<file path="src/rtl/otter_pkg.sv">
// Shared OTTER definitions: opcode encodings, control-unit states and the
// funct3 values the sequencer needs to tell SYSTEM instructions apart.
package otter_pkg;

   // RV32I major opcodes, shared with the combinational decoder.
   typedef enum logic [6:0] {
      LUI    = 7'b0110111,
      AUIPC  = 7'b0010111,
      JAL    = 7'b1101111,
      JALR   = 7'b1100111,
      BRANCH = 7'b1100011,
      LOAD   = 7'b0000011,
      STORE  = 7'b0100011,
      OP_IMM = 7'b0010011,
      OP     = 7'b0110011,
      SYS    = 7'b1110011
   } opcode_t;

   // Sequencer states: boot, fetch, execute, load writeback, trap entry.
   typedef enum logic [2:0] {
      ST_INIT,
      ST_FETCH,
      ST_EXEC,
      ST_WB,
      ST_INTR
   } cu_state_t;

   // funct3 values that select between the SYSTEM instructions we support.
   localparam logic [2:0] F3_CSRRW = 3'b001;
   localparam logic [2:0] F3_MRET  = 3'b000;

   // Loads are the only instructions that need a separate writeback cycle.
   function automatic logic isLoad(input logic [6:0] opcode);
      return opcode == LOAD;
   endfunction

endpackage

</file>
<file path="src/rtl/cu_fsm_if.sv">
// Bundle between the sequencer and the rest of the core: the interrupt
// request and IR fields coming in, the per-cycle enables going out.
interface cu_fsm_if;

   logic       intr;
   logic [6:0] ir6_0;
   logic [2:0] ir14_12;

   logic       pcWrite;
   logic       regWrite;
   logic       memWE2;
   logic       memRDEN1;
   logic       memRDEN2;
   logic       reset;
   logic       csr_WE;
   logic       int_taken;
   logic       mret_exec;

   // The sequencer reads the IR and interrupt line and drives every enable.
   modport master (
      input  intr, ir6_0, ir14_12,
      output pcWrite, regWrite, memWE2, memRDEN1, memRDEN2,
             reset, csr_WE, int_taken, mret_exec
   );

   // The datapath side supplies the IR and interrupt line and obeys the enables.
   modport slave (
      output intr, ir6_0, ir14_12,
      input  pcWrite, regWrite, memWE2, memRDEN1, memRDEN2,
             reset, csr_WE, int_taken, mret_exec
   );

endinterface

</file>
<file path="src/rtl/cu_fsm.sv">
// Multicycle sequencer for the OTTER RV32I core. It walks each instruction
// through fetch, execute, an optional load writeback and optional interrupt
// entry, and decides in which cycle the decoder's selects actually commit.
module cu_fsm
   import otter_pkg::*;
#(
   parameter bit INTR_EN = 1'b1
) (
   input  logic        CLK,
   input  logic        RST,
   cu_fsm_if.master    bus
);

   cu_state_t state_q;
   cu_state_t state_d;
   logic      intrReq;

   // With INTR_EN cleared the request is tied off, so ST_INTR can never be entered.
   assign intrReq = bus.intr && INTR_EN;

   // State register; reset is synchronous so a mid-instruction reset simply lands in ST_INIT.
   always_ff @(posedge CLK) begin
      if (RST) begin
         state_q <= ST_INIT;
      end else begin
         state_q <= state_d;
      end
   end

   // Next-state and enables; everything defaults low and RST overrides all states so no partial write can leak.
   always_comb begin
      state_d       = state_q;
      bus.pcWrite   = 1'b0;
      bus.regWrite  = 1'b0;
      bus.memWE2    = 1'b0;
      bus.memRDEN1  = 1'b0;
      bus.memRDEN2  = 1'b0;
      bus.reset     = 1'b0;
      bus.csr_WE    = 1'b0;
      bus.int_taken = 1'b0;
      bus.mret_exec = 1'b0;

      if (RST) begin
         bus.reset = 1'b1;
         state_d   = ST_INIT;
      end else begin
         case (state_q)
            ST_INIT: begin
               bus.reset = 1'b1;
               state_d   = ST_FETCH;
            end

            ST_FETCH: begin
               bus.memRDEN1 = 1'b1;
               state_d      = ST_EXEC;
            end

            ST_EXEC: begin
               state_d = intrReq ? ST_INTR : ST_FETCH;
               case (bus.ir6_0)
                  OP, OP_IMM, LUI, AUIPC, JAL, JALR: begin
                     bus.pcWrite  = 1'b1;
                     bus.regWrite = 1'b1;
                  end
                  LOAD: begin
                     bus.memRDEN2 = 1'b1;
                     state_d      = ST_WB;
                  end
                  STORE: begin
                     bus.memWE2  = 1'b1;
                     bus.pcWrite = 1'b1;
                  end
                  BRANCH: begin
                     bus.pcWrite = 1'b1;
                  end
                  SYS: begin
                     bus.pcWrite = 1'b1;
                     if (bus.ir14_12 == F3_CSRRW) begin
                        bus.regWrite = 1'b1;
                        bus.csr_WE   = 1'b1;
                     end else if (bus.ir14_12 == F3_MRET) begin
                        bus.mret_exec = 1'b1;
                     end
                  end
                  default: begin
                     bus.pcWrite = 1'b1;
                  end
               endcase
            end

            ST_WB: begin
               bus.regWrite = 1'b1;
               bus.pcWrite  = 1'b1;
               state_d      = intrReq ? ST_INTR : ST_FETCH;
            end

            ST_INTR: begin
               bus.int_taken = 1'b1;
               bus.pcWrite   = 1'b1;
               state_d       = ST_FETCH;
            end

            default: begin
               state_d = ST_INIT;
            end
         endcase
      end
   end

   // The instruction port, data read and data write never share a cycle.
   assert property (@(posedge CLK) $onehot0({bus.memWE2, bus.memRDEN1, bus.memRDEN2}));

   // Trap entry and trap return are distinct cycles.
   assert property (@(posedge CLK) !(bus.int_taken && bus.mret_exec));

   // A load must not commit its read and its writeback in the same cycle.
   assert property (@(posedge CLK) !(bus.memRDEN2 && bus.regWrite));

endmodule
</file>
<file path="src/flat_wrapper.sv">
// flat-port wrapper written by rule: the top's interface ports become plain ports
module cu_fsm_flat import otter_pkg::*;
#(
   parameter bit INTR_EN = 1'b1
)
  (CLK, RST, bus_intr, bus_ir6_0, bus_ir14_12, bus_pcWrite, bus_regWrite, bus_memWE2, bus_memRDEN1, bus_memRDEN2, bus_reset, bus_csr_WE, bus_int_taken, bus_mret_exec);
  cu_fsm_if bus_i ();
  input  logic CLK;
  input  logic RST;
  input wire logic [$bits(bus_i.intr)-1:0] bus_intr;
  input wire logic [$bits(bus_i.ir6_0)-1:0] bus_ir6_0;
  input wire logic [$bits(bus_i.ir14_12)-1:0] bus_ir14_12;
  output wire logic [$bits(bus_i.pcWrite)-1:0] bus_pcWrite;
  output wire logic [$bits(bus_i.regWrite)-1:0] bus_regWrite;
  output wire logic [$bits(bus_i.memWE2)-1:0] bus_memWE2;
  output wire logic [$bits(bus_i.memRDEN1)-1:0] bus_memRDEN1;
  output wire logic [$bits(bus_i.memRDEN2)-1:0] bus_memRDEN2;
  output wire logic [$bits(bus_i.reset)-1:0] bus_reset;
  output wire logic [$bits(bus_i.csr_WE)-1:0] bus_csr_WE;
  output wire logic [$bits(bus_i.int_taken)-1:0] bus_int_taken;
  output wire logic [$bits(bus_i.mret_exec)-1:0] bus_mret_exec;
  assign bus_i.intr = bus_intr;
  assign bus_i.ir6_0 = bus_ir6_0;
  assign bus_i.ir14_12 = bus_ir14_12;
  assign bus_pcWrite = bus_i.pcWrite;
  assign bus_regWrite = bus_i.regWrite;
  assign bus_memWE2 = bus_i.memWE2;
  assign bus_memRDEN1 = bus_i.memRDEN1;
  assign bus_memRDEN2 = bus_i.memRDEN2;
  assign bus_reset = bus_i.reset;
  assign bus_csr_WE = bus_i.csr_WE;
  assign bus_int_taken = bus_i.int_taken;
  assign bus_mret_exec = bus_i.mret_exec;
  cu_fsm #(.INTR_EN(INTR_EN)) u_core (.CLK(CLK), .RST(RST), .bus(bus_i));
endmodule
</file>
<file path="config.mk">
export PLATFORM = sky130hd
export DESIGN_NAME = cu_fsm_flat
export DESIGN_NICKNAME = d
export VERILOG_FILES = /design/src/rtl/otter_pkg.sv /design/src/rtl/cu_fsm_if.sv /design/src/rtl/cu_fsm.sv /design/src/flat_wrapper.sv
export SDC_FILE = /design/constraint.sdc
export NUM_CORES = 1
export LEC_CHECK = 0
export CELL_PAD_IN_SITES_DETAIL_PLACEMENT = 1
export CELL_PAD_IN_SITES_GLOBAL_PLACEMENT = 1
export CORE_MARGIN = 2
export CORE_UTILIZATION = 24
export CTS_CLUSTER_SIZE = 14
export DETAILED_ROUTE_END_ITERATION = 16
export MAX_ROUTING_LAYER = met4
export PLACE_DENSITY_LB_ADDON = 0.1
export SYNTH_ARGS = -nofsm -noshare
export SYNTH_HDL_FRONTEND = slang
export SYNTH_SLANG_ARGS = --single-unit
</file>
<file path="constraint.sdc">
create_clock -name CLK -period 2.8 [get_ports CLK]
set_clock_uncertainty 0.2 [all_clocks]
set_input_delay 0.42 -clock CLK [delete_from_list [all_inputs] [get_ports CLK]]
set_output_delay 0.42 -clock CLK [all_outputs]
set_load 0.02 [all_outputs]
</file>
==> qor.json <==
{
  "floorplanning": {
    "initial_utilization_pct": 25.7,
    "fp.coreArea_um2": 1300,
    "placementRows": 13,
    "top_level_ports": 22,
    "die_height_um": 41.3,
    "fp.dieW_um": 41.3,
    "floorplan.die_area_um2": 1710
  },
  "grt": {
    "initial_antenna_violation_count": 0,
    "grt.overflow.total": 0,
    "global_routing_usage_summed_across_all_routing_layers_pct": 17.1,
    "grt_first_pass_wirelength_um": 1770,
    "maximum_number_of_pins_on_one_net_before_global_route_repair": 11,
    "first_global_vias": 397
  },
  "placed_design": {
    "place_inst": 79,
    "dp.final_hpwl_um": 821,
    "place_congestion": 0.669,
    "placed_cell_area_um2": 569,
    "number_of_buffers_added_on_ports": 21
  },
  "clock_tree": {
    "clockRootBuffer": "clkbuf_4",
    "tritoncts": "yes",
    "cts_buffer_depth": 2,
    "cts_buffers": 3,
    "cts.reportedPaths.clkPinSlew_ns": 0.04,
    "clock_tree.htree_level_count": 1,
    "clock-sinks": 3,
    "cts_hold_buf": 0,
    "clkLatencyLatePin_ns": 0.24
  },
  "sta": {
    "whs_ns": 0.376,
    "fin_tns_setup_ns": 0,
    "finalHoldViolations": 0,
    "final_period_minus_worst_setup_slack_ns": 2.67,
    "fmax_mhz": 375,
    "setup_repair_after_global_routing_missed_its_margin": "false",
    "maxSlewHeadroom_pct": 71.3,
    "worst_slew_pin_slew_ns": 0.430,
    "final_max_slew_viol_count": 0,
    "period_share_pct": 95.3,
    "final-setup-viol-count": 0
  },
  "synthesis": {
    "synthTopCellsByArea": "dfxtp_1 18%, nor2_1 9.0%, nor4b_1 5.2%, o32ai_2 4.9%, nor3_1 4.5%",
    "ys_types": 25,
    "syn-cell-area_um2": 334,
    "synth_top_cell_by_area": "dfxtp_1",
    "postSynthCellCount": 42,
    "syn-mean-instance-area_um2": 7.95,
    "synth.yosys.seq_area_share_pct": 18.0,
    "synth_largest_type_area_fraction_pct": 18.0,
    "postSynthRegisterBits": 3,
    "synthesis.nets": 55,
    "ys.warnings.count": 0
  },
  "drt": {
    "drt_drc_violations_left": 0,
    "route.final.wire_length_um": 1080,
    "vias": 429,
    "via_per_inst": 5.17,
    "ant_nets": 0,
    "drt_first_pass_iters": 2,
    "drt_iter0_markers": 2,
    "routedWlPerCell_um": 13.0
  },
  "pwr": {
    "max_vdd_drop_mv": 0.233,
    "power_density_nw_per_um2": 330,
    "seqPwrFrac_pct": 29.4,
    "internal_power_w": 0.000138,
    "power.share.switching_pct": 30.4,
    "p_leak_nw": 0.241,
    "p_comb_share_pct": 31.3,
    "clockPowerShare_pct": 39.3,
    "switching_power_of_the_nets_w": 0.0000602
  },
  "cells_and_area": {
    "layout_area_growth_over_synthesis_pct": 80.1,
    "layout.cells.most_common_list": "19 x clkdlybuf4s50_1, 8 x nor2_1, 4 x buf_4",
    "final_cell_count_no_fill": 83,
    "share_of_final_layout_standard_cells_stronger_than_drive_strength_1_pct": 19.1,
    "final_cell_area_um2": 602,
    "largest-register": "u_core.state_q",
    "max_ffs_per_register": 3,
    "layout_fillers": 173,
    "antenna-diode-count": 0,
    "final_common_cell": "clkdlybuf4s50_1",
    "finish.utilization_pct": 46.3,
    "reg_top3": "u_core.state_q: 3 flops",
    "nets": 82
  },
  "setup_path": {
    "reg2reg_to": "u_core.state_q[1]$_SDFF_PP0_",
    "timing.critical_path.mode_cell": "clkdlybuf4s50_1",
    "setup.worst_path.class": "in -> out",
    "critical_path.endpoint_type": "output port",
    "rr_startpoint": "u_core.state_q[1]$_SDFF_PP0_",
    "crit_start": "bus_ir6_0[2]",
    "critical_path_cell_by_cell": "clkdlybuf4s50_1, and4bb_2, nand4_1, nor2_1, clkdlybuf4s50_1",
    "critPathMaxStageDelay_ns": 0.61,
    "worstRegToRegCells": 3,
    "crit_path_top_delay_cell": "clkdlybuf4s50_1",
    "cp.required_ns": 2.18,
    "timing.critical_path.from_type": "primary input",
    "cp_data_arrival_time_ns": 2.05,
    "rrSetupSlack_ns": 1.22,
    "critical_path_peak_fanout": 5
  },
  "flow_run": {
    "maxCapViolCount": 0
  },
  "worst_hold_path": {
    "worst_hold_end": "u_core.state_q[1]$_SDFF_PP0_",
    "min-delay-start": "u_core.state_q[1]$_SDFF_PP0_",
    "hold_path_class": "reg -> reg",
    "timing.hold.worst_path_depth": 1
  },
  "run_status": {
    "outcome": "complete, no violations"
  }
}
-- synth_stat cells, drive strengths merged --
cell,count
nor3b,3
nor3,3
nand3b,1
and4bb,1
or2,1
nor2,8
buf,3
dfxtp,3
and4b,1
o41ai,1
o32ai,1
nand2,2
nor4b,3
and4,1
nand3,2
or3b,1
a21o,1
inv,1
o2111ai,1
and3,2
nand4,2
-- metrics by stage --
step	setup WS (ns)	total power [W]
2_1_floorplan	0.583	0.0000867
3_3_place_gp	-0.00691	0.000119
3_5_place_dp	-0.0553	0.000120
4_1_cts	0.116	0.000202
5_1_grt	0.0105	0.000213
6_report	0.132	0.000198
-- logic make-up after synthesis --
family          share of synthesized area [%]
buf+inv                                  8.24
simple gates                             61.4
flops                                    18.0
compound gates                           12.4
-- power by group through the flow --
stage	logic, W	registers, W	clock network, W
finish	0.0000620	0.0000583	0.0000780
floorplan	0.0000381	0.0000486	0
global placement	0.0000607	0.0000579	0
CTS	0.0000628	0.0000582	0.0000813
detailed placement	0.0000617	0.0000581	0
global route	0.0000682	0.0000596	0.0000853
-- layer usage --
layer | GRT usage [%] | vias to the layer above | wire [µm] | share of wire [%]
met5 | - | - | 0 | 0
met4 | 9.68 | 0 | 23 | 2.1
met3 | 6.38 | 4 | 46 | 4.3
met2 | 22.7 | 15 | 509 | 47
met1 | 22.0 | 197 | 499 | 46
li1 | - | 213 | - | -
-- how the worst max path moves through the flow --
stage | to | slack [ns]
3_5_place_dp | bus_mret_exec | -0.06
3_3_place_gp | bus_memRDEN2 | -0.007
4_1_cts | bus_mret_exec | 0.12
5_1_grt | bus_csr_WE | 0.01
2_1_floorplan | bus_pcWrite | 0.58
6_report | bus_mret_exec | 0.13
-- repair_timing --
action	CTS	global route
endpoints found under the setup margin	3	0
buffers inserted	0	0
resized for setup	3	0
-- worst max-delay path: cells and delay by family --
family,cells,cell delay [ns]
buf+inv,2,1.03
simple gates,3,0.60
-- final cells by class --
class	count	area, µm²	share of cell area [%]
multi-input combinational	35	255	42.4
timing repair buffer	25	238	39.5
sequential	3	60.1	9.98
clock buffer	4	26.3	4.37
tap	15	18.8	3.12
inverter	1	3.75	0.624
Power figures use the tool's default switching activity.
